`config.mk`:
```
export PLATFORM = sky130hd
export DESIGN_NAME = fetch_stage
export DESIGN_NICKNAME = d
export VERILOG_FILES = /design/src/rtl/fetch_stage_pkg.sv /design/src/rtl/fetch_skid_buf.sv /design/src/rtl/fetch_stage.sv
export SDC_FILE = /design/constraint.sdc
export NUM_CORES = 1
export LEC_CHECK = 0
export CAP_MARGIN = 20
export CELL_PAD_IN_SITES_DETAIL_PLACEMENT = 0
export CELL_PAD_IN_SITES_GLOBAL_PLACEMENT = 1
export CORE_MARGIN = 1.5
export CORE_UTILIZATION = 25
export CTS_CLUSTER_SIZE = 24
export DETAILED_ROUTE_END_ITERATION = 10
export PLACE_DENSITY = 0.65
export SKIP_CTS_REPAIR_TIMING = 1
export SLEW_MARGIN = 0
export SYNTH_ARGS = -nofsm -noshare
export SYNTH_HDL_FRONTEND = slang
export SYNTH_HIERARCHICAL = 1
export SYNTH_SLANG_ARGS = --single-unit
```
`constraint.sdc`:
```
create_clock -name clk -period 3.3 [get_ports clk]
set_input_delay 0.33 -clock clk [delete_from_list [all_inputs] [get_ports clk]]
set_output_delay 0.33 -clock clk [all_outputs]
set_load 0.1 [all_outputs]
```
`src/rtl/fetch_stage_pkg.sv`:
```
// Shared definitions for the instruction-fetch front end: FSM states,
// NOP/HALT encodings and instruction field positions.
package fetch_stage_pkg;

   localparam int unsigned PC_W      = 16;
   localparam logic [15:0] NOP_INSTR = 16'h0800;
   localparam logic [4:0]  HALT_OPC  = 5'b00000;

   localparam int unsigned OPC_HI  = 15;
   localparam int unsigned OPC_LO  = 11;
   localparam int unsigned FUNC_HI = 1;
   localparam int unsigned FUNC_LO = 0;

   typedef enum logic [2:0] {
      S_IDLE,
      S_REQ,
      S_WAIT,
      S_FULL,
      S_DROP,
      S_HALTED
   } fetch_state_t;

endpackage

```
`src/rtl/fetch_skid_buf.sv`:
```
// Single-entry holding buffer for a fetched word that arrived while IF/ID
// was stalled.
module fetch_skid_buf #(
   parameter int unsigned PC_W      = fetch_stage_pkg::PC_W,
   parameter logic [15:0] NOP_INSTR = fetch_stage_pkg::NOP_INSTR
) (
   input  logic            clk,
   input  logic            rst_n,
   input  logic            load,
   input  logic            drain,
   input  logic            clear,
   input  logic [15:0]     load_instr,
   input  logic [PC_W-1:0] load_pc2,
   output logic            valid,
   output logic [15:0]     instr,
   output logic [PC_W-1:0] pc2
);

   always_ff @(posedge clk or negedge rst_n) begin
      if (!rst_n) begin
         valid <= 1'b0;
         instr <= NOP_INSTR;
         pc2   <= '0;
      end else if (clear || drain) begin
         valid <= 1'b0;
      end else if (load) begin
         valid <= 1'b1;
         instr <= load_instr;
         pc2   <= load_pc2;
      end
   end

endmodule

```
`src/rtl/fetch_stage.sv`:
```
// Instruction-fetch stage: owns the PC, issues single outstanding fetches
// and fills the IF/ID register, honouring stall, halt and EX redirects.
module fetch_stage #(
   parameter int unsigned      PC_W      = fetch_stage_pkg::PC_W,
   parameter logic [PC_W-1:0]  RESET_PC  = '0,
   parameter logic [15:0]      NOP_INSTR = fetch_stage_pkg::NOP_INSTR
) (
   input  logic            clk,
   input  logic            rst_n,
   output logic            imem_req,
   output logic [PC_W-1:0] imem_addr,
   input  logic [15:0]     imem_rdata,
   input  logic            imem_done,
   input  logic            halt,
   input  logic            redirect,
   input  logic [PC_W-1:0] redirect_pc,
   input  logic            stall_d,
   output logic            if_id_valid,
   output logic [15:0]     if_id_instr,
   output logic [PC_W-1:0] if_id_pc2,
   output logic [4:0]      I_op,
   output logic [1:0]      func,
   output logic            halted,
   output logic [PC_W-1:0] pc
);

   import fetch_stage_pkg::*;

   fetch_state_t    state_q, state_d;
   logic [PC_W-1:0] pc_q, pc_d, pc_plus2;

   logic            ld_mem, ld_buf, flush;
   logic            buf_load, buf_drain, buf_clear;
   logic            buf_valid;
   logic [15:0]     buf_instr;
   logic [PC_W-1:0] buf_pc2;

   assign pc_plus2 = pc_q + PC_W'(2);

   fetch_skid_buf #(
      .PC_W      (PC_W),
      .NOP_INSTR (NOP_INSTR)
   ) u_skid (
      .clk        (clk),
      .rst_n      (rst_n),
      .load       (buf_load),
      .drain      (buf_drain),
      .clear      (buf_clear),
      .load_instr (imem_rdata),
      .load_pc2   (pc_plus2),
      .valid      (buf_valid),
      .instr      (buf_instr),
      .pc2        (buf_pc2)
   );

   always_comb begin
      state_d   = state_q;
      pc_d      = pc_q;
      ld_mem    = 1'b0;
      ld_buf    = 1'b0;
      flush     = 1'b0;
      buf_load  = 1'b0;
      buf_drain = 1'b0;
      buf_clear = 1'b0;

      case (state_q)
         S_IDLE: state_d = S_REQ;
         S_REQ:  state_d = S_WAIT;
         S_WAIT: begin
            if (imem_done) begin
               pc_d = pc_plus2;
               if (stall_d) begin
                  buf_load = 1'b1;
                  state_d  = S_FULL;
               end else begin
                  ld_mem  = 1'b1;
                  state_d = S_REQ;
               end
            end
         end
         S_FULL: begin
            if (!stall_d) begin
               ld_buf    = buf_valid;
               buf_drain = 1'b1;
               state_d   = S_REQ;
            end
         end
         S_DROP: begin
            if (imem_done) state_d = S_REQ;
         end
         S_HALTED: state_d = S_HALTED;
         default:  state_d = S_IDLE;
      endcase

      // Redirect overrides everything; halt overrides stall. Both cancel any
      // delivery or buffering decided above.
      if (redirect && state_q != S_IDLE && state_q != S_HALTED) begin
         pc_d      = redirect_pc;
         flush     = 1'b1;
         ld_mem    = 1'b0;
         ld_buf    = 1'b0;
         buf_load  = 1'b0;
         buf_drain = 1'b0;
         buf_clear = 1'b1;
         if (state_q == S_FULL || (imem_done && state_q != S_REQ))
            state_d = S_REQ;
         else
            state_d = S_DROP;
      end else if (halt && if_id_valid && state_q != S_HALTED) begin
         pc_d      = pc_q;
         flush     = 1'b1;
         ld_mem    = 1'b0;
         ld_buf    = 1'b0;
         buf_load  = 1'b0;
         buf_drain = 1'b0;
         buf_clear = 1'b1;
         state_d   = S_HALTED;
      end
   end

   always_ff @(posedge clk or negedge rst_n) begin
      if (!rst_n) begin
         state_q     <= S_IDLE;
         pc_q        <= RESET_PC;
         if_id_valid <= 1'b0;
         if_id_instr <= NOP_INSTR;
         if_id_pc2   <= '0;
      end else begin
         state_q <= state_d;
         pc_q    <= pc_d;
         if (flush) begin
            if_id_valid <= 1'b0;
            if_id_instr <= NOP_INSTR;
         end else if (ld_mem) begin
            if_id_valid <= 1'b1;
            if_id_instr <= imem_rdata;
            if_id_pc2   <= pc_plus2;
         end else if (ld_buf) begin
            if_id_valid <= 1'b1;
            if_id_instr <= buf_instr;
            if_id_pc2   <= buf_pc2;
         end else if (!stall_d) begin
            if_id_valid <= 1'b0;
            if_id_instr <= NOP_INSTR;
         end
      end
   end

   assign imem_req  = (state_q == S_REQ);
   assign imem_addr = pc_q;
   assign halted    = (state_q == S_HALTED);
   assign pc        = pc_q;
   assign I_op      = if_id_instr[OPC_HI:OPC_LO];
   assign func      = if_id_instr[FUNC_HI:FUNC_LO];

endmodule

```
## Yosys cells after proc, flatten, opt, wreduce, memory -nomap -nowiden

Index checks and enable logic that the tools add are counted.

| word-level totals | value |
|---|---|
| register bits | 85 |
| input port bits | 38 |
| output and inout bits | 74 |

| operators by class | value |
|---|---|
| $add $sub $neg | 1 |
| equality and inequality tests | 12 |
| muxes and demuxes | 43 |
| bitwise logic cells | 2 |
| reductions and logical operators | 17 |

Operators with widths:

| operator | number |
|---|---|
| 2-to-1 mux 16 bit | 10 |
| 2-to-1 mux 1 bit | 25 |
| 2-to-1 mux 3 bit | 6 |
| one-hot mux 3 bit (6 select lines) | 1 |
| adder 16 x 2 -> 16 bit, second input constant | 1 |
| inequality test 4 bit, second input constant | 2 |
| nonzero test 2 bit | 4 |
| equality test 3 x 2 -> 1 bit, second input constant | 2 |
| equality test 3 bit, second input constant | 2 |
| AND reduction 3 bit | 2 |
| logical AND 1 bit | 5 |
| inequality test 4 x 1 -> 1 bit, second input constant | 1 |
| inequality test 4 x 3 -> 1 bit, second input constant | 1 |
| AND reduction 2 bit | 2 |
| equality test 3 x 1 -> 1 bit, second input constant | 1 |
| logical NOT 3 bit | 1 |
| inequality test 3 x 1 -> 1 bit, second input constant | 1 |
| inequality test 3 bit, second input constant | 1 |
| nonzero test 3 bit | 1 |
| logical OR 1 bit | 2 |
| 2-to-1 mux 2 bit | 1 |
| inequality test 2 bit, second input constant | 1 |
| NOT 1 bit | 2 |

## Depth between registers and ports, before layout

| logic depth | value |
|---|---|
| depth after elaboration | 7 |
| depth in mapped cells | 10 |

## Cells and area by module

The synthesis kept the hierarchy.

By module, submodules not included:

| module | instances | cells each | area an instance (um^2) |
|---|---|---|---|
| fetch_stage | 1 | 323 | 3070.4 |
| fetch_skid_buf | 1 | 71 | 1248.7 |

## Worst setup path before layout

OpenSTA, ideal clock, no wires.

| timing | value |
|---|---|
| path kind | register -> register |
| start point | reg state_q[1] |
| end point | reg u_skid.instr[13] |
| data arrival time | 2943 ps |
| path slack | 232 ps |
| cell stages (with the launch flop) | 11 |
| cells stage by stage | dfrtp_1 buf_6 and3b_1 nor3b_4 nor2b_1 buf_6 buf_6 nor2b_1 nor3b_4 buf_6 mux2_2 |

| between the ends | value |
|---|---|
| longest elaborated chain between the ends | 7 |
| elaborated cells between the ends (all ways) | 18 |
| those cells by class | 3 x eq/ne; 8 x mux; 1 x bitwise; 6 x reduce/logical |

Ends and longest elaborated chain:

| what | line | source |
|---|---|---|
| from (decl) | fetch_stage.sv:29 | `fetch_state_t state_q, state_d;` |
| from (signal assigned) | fetch_stage.sv:129 | `state_q <= state_d;` |
| inequality test 3 bit or nonzero test 3 bit (tied branches) | fetch_stage.sv:97, fetch_stage.sv:109 |  |
| logical AND 1 bit (on tied branches) | fetch_stage.sv:109, fetch_stage.sv:97 |  |
| 2-to-1 mux 1 bit or logical AND 1 bit (tied branches) | fetch_stage.sv:109, fetch_stage.sv:97 |  |
| 2-to-1 mux 1 bit * | fetch_stage.sv:97 | `if (redirect && state_q != S_IDLE && state_q != S_HALTED) begin` |
| via buf_clear | fetch_stage.sv:33 | `logic buf_load, buf_drain, buf_clear;` |
| logical OR 1 bit * | fetch_skid_buf.sv:24 | `end else if (clear \|\| drain) begin` |
| NOT 1 bit (no source line) * | - |  |
| AND reduction 2 bit (no source line) * | - |  |
| to (signal assigned) | fetch_skid_buf.sv:28 | `instr <= load_instr;` |
| to (decl) | fetch_skid_buf.sv:15 | `output logic [15:0] instr,` |

Mark *: on every way through the listed nets, which the timed path passes. The rest lies on a longest branch.
A chain may end at the register's enable or synchronous reset.

## Worst setup path in the final report

| timing | value |
|---|---|
| start point | reg pc_q[4] (netlist: imem_addr[4]) |
| end point | out imem_addr[4] |

RTL lines:

| what | line | source |
|---|---|---|
| from (decl) | fetch_stage.sv:30 | `logic [PC_W-1:0] pc_q, pc_d, pc_plus2;` |
| from (signal assigned) | fetch_stage.sv:130 | `pc_q <= pc_d;` |
| to (decl) | fetch_stage.sv:11 | `output logic [PC_W-1:0] imem_addr,` |

No word-level cell between the ends.

==> metrics.md <==
| Metric | Value |
|---|---|
| Status | `completed` |
| Actual slew at the worst max-slew pin | `1.057 ns` |
| WP data arrival | `between 2 and 2.5 ns` |
| EDFF count, synth | `0` |
| RSZ-0062 raised after global routing | `no` |
| Post-synth top area cell | `dfrtp_1` |
| Worst setup SP type | `flip-flop` |
| Core area | `about 0.017 mm²` |
| Top FF cell, synth | `dfrtp_1` |
| Slowest CP cell | `clkdlybuf4s50_1` |
| Max-slew headroom at the worst pin | `between 20% and 30%` |
| Async SR Flop Fraction | `100.0%` |
| Total wire length | `approximately 10 mm` |
| Final antenna-violating net count | `0` |
| Register area share after synthesis | `between 40% and 50%` |
| Cells after Synth | `between 300 and 400` |
| Seq pwr share | `~29%` |
| Row cnt | `47` |
| TNS Setup | `0 ns` |
| Clk_skew | `0.007308 ns` |
| Main combinational cell family by area after synthesis | `simple AND/OR/NAND/NOR gates` |
| Req. time, crit path | `2.97 ns` |
| Largest net degree at the start of global routing | `between 80 and 90` |
| Crit path max fanout | `7` |
| Final HPWL DP | `about 7 mm` |
| Worst Path Buf+Inv | `1` |
| Area fraction of the dominant cell type after synthesis | `48.09%` |
| Finished Layout Cells | `704` |
| Multi-input gate area | `approximately 0.0018 mm²` |
| Max-slew violation count | `0` |
| Commonest cells in the netlist | `dfrtp_1, mux2_2, nand2_1, nor2_1, buf_4` |
| Lkg Pwr | `around 2.5 nW` |
| Max-Cap Viols | `0` |
| Kind of cell adding the most delay to the critical path | `buffers and inverters` |
| Multiplexer area fraction after synthesis | `12.11%` |
| Synth Area in Compound Gates | `approximately 10%` |
| Tcrit/Tclk final | `between 70% and 80%` |
| Final Hold Vio Count | `0` |
| Dpl cells | `686` |
| Die width | `approximately 130 µm` |
| Initial antenna violation count | `0` |
| Syn avg cell area | `roughly 11 µm²` |
| Cell variety after synth | `50` |
| GRT Residual Overflow | `0` |
| Simple-Gate Fraction of Synth Area | `12.80%` |
| Clock power share | `between 15 and 20%` |
| Synthesis-to-finish area growth | `33.55%` |
| Post-Synth XOR/XNOR Area | `about 5.9%` |
| Vias in the first global route | `roughly 3200` |
| Top-count cell post-synth | `dfrtp_1` |
| Vias | `3124` |
| Share of post-route cells with drive strength above 1 | `15.08%` |
| Clk_lat worst skew | `around 0.34 ns` |
| Post-route minimum period | `~2.4 ns` |
| Synthesized cell area | `0.004319 mm²` |
| CP Depth | `1` |
| Register Area | `0.002130 mm²` |
| RePlAce Congestion | `~0.77` |
| Diode count | `0` |
| Filler Cells Inserted | `between 1500 and 2000` |
| Mapped Nets | `approximately 430` |
| Fmax | `between 400 and 500 MHz` |
| Switching share of power | `a little over half` |
| Register bit total from synthesis | `85` |
| Max incr delay on CP | `approximately 1.2 ns` |
| Worst Setup Path Type | `reg -> out` |
| Max Root-Sink Buffers | `2` |
| Synth Area in Adders | `0.2897%` |
| I/O pin count | `between 100 and 150` |
| Starting Density | `25.77%` |
| Logic pwr share | `a little over half` |
| Global-route wire length before repair | `between 15 and 20 mm` |
| # DRC | `0` |
| Final setup violation count | `0` |
| CTS Sinks | `85` |
| H-tree Lvls | `3` |
| Cell internal pwr | `2.807 mW` |
| Clock Tree Root | `clkbuf_16` |
| Starting DRT DRC Count | `137` |
| Net Switching | `between 3 and 4 mW` |
| Pre-Repair DR Iteration Count | `5` |
| Nets | `between 500 and 600` |
| DIE AREA | `~0.018 mm²` |
| Cts bufs inserted | `9` |
| R2R Path Start | `state_q[1]` |
| Critical path origin | `imem_addr[4]` |
| Warning count from the yosys run | `6` |
| Die Y-Extent | `approximately 130 µm` |
| IO buf count | `about 110` |
| Reg2reg path depth | `7` |
| Power density over cell area | `roughly 1000 mW/mm²` |
| Wire per inst | `14.15 µm` |
| Top cells by area, synth | `dfrtp_1, mux2_2, buf_4, a222oi_1, mux2i_1` |
| CTS tree | `yes` |
| Worst hold path type | `in -> async` |
| VDD IR max | `just under 0.0008 V` |
| CP endpoint kind | `output pin` |
| Gr usage total | `a little under an eighth` |
| Vias per std cell | `about 4.4` |
| Worst-path clk slew | `~0.06 ns` |
| Crit-path cells | `clkdlybuf4s50_1` |
==> routing by layer <==
metal / vias to the layer above / track usage, % / part of all wire [%]
li1: 1530 / - / -
met1: 1485 / 15.24 / 47
met2: 99 / 18.60 / 47
met3: 10 / 3.137 / 4.5
met4: 0 / 4.301 / 1.4
met5: - / 0 / 0
==> cell usage in the layout (no fill, tap or decap), types with 8 or more instances in the layout <==
| master | instances |
|---|---|
| mux2i_1 | 14 |
| a222oi_1 | 15 |
| nor2_1 | 28 |
| inv_1 | 21 |
| clkdlybuf4s50_1 | 108 |
| dfrtp_1 | 83 |
| o21ai_0 | 17 |
| xnor2_1 | 16 |
| clkbuf_16 | 9 |
| buf_4 | 10 |
| nand3_1 | 8 |
| nand2_1 | 30 |
| xor2_1 | 13 |
| mux2_2 | 32 |
| a21oi_1 | 15 |
==> flip-flops by register name (all words and copies together) (netlist names) <==
register      cells
if_id_instr      16
if_id_pc2        16
imem_addr        16
u_skid/instr     16
u_skid/pc2       16
state_q           3
if_id_valid       1
u_skid/valid      1
==> kinds of logic after synthesis <==
group           after synthesis
compound gates               62
xor+xnor                     29
fa+ha+maj                     1
buf+inv                      67
flops                        85
mux                          48
simple gates                102
==> stage by stage <==
stage	total power, mW	setup WS (ns)	util [%]	hold slack (ns)	cell area [µm²]
floorplan	4.393	0.2320	-	0.03441	4319
global placement	5.002	0.6547	32.44	0.4635	5438
detailed placement	5.027	0.5992	32.44	0.4632	5438
CTS	6.073	0.8753	34.19	0.2480	5731
global route	6.306	0.7207	34.42	0.5052	5768
finish	6.008	0.8999	34.42	0.4751	5768
==> power groups by stage <==
stage	Combinational, mW	Sequential [mW]	Clock, mW
5_1_grt	3.43	1.78	1.09
3_3_place_gp	3.27	1.73	0
6_report	3.28	1.72	1.01
3_5_place_dp	3.29	1.74	0
2_1_floorplan	1.91	2.48	0
4_1_cts	3.30	1.72	1.05
==> layout make-up <==
class                           instances  area share, %
Clock buffer                           11          4.035
Clock inverter                          5          1.041
Inverter                               21          1.367
Multi-Input combinational cell        242          31.17
Sequential cell                        85          36.92
Tap cell                              220          4.772
Timing Repair Buffer                  120          20.69
==> final timing paths <==
path                       slack, ns               end
max                             0.90      imem_addr[4]
min                             0.48    if_id_instr[0]
max reg2reg                     0.92    u_skid/pc2[10]
min reg2reg                     0.48   if_id_instr[11]
max in group asynchronous       2.17  u_skid/instr[11]
min in group clk                0.48   if_id_instr[11]
(Power assumes the default switching activity.)
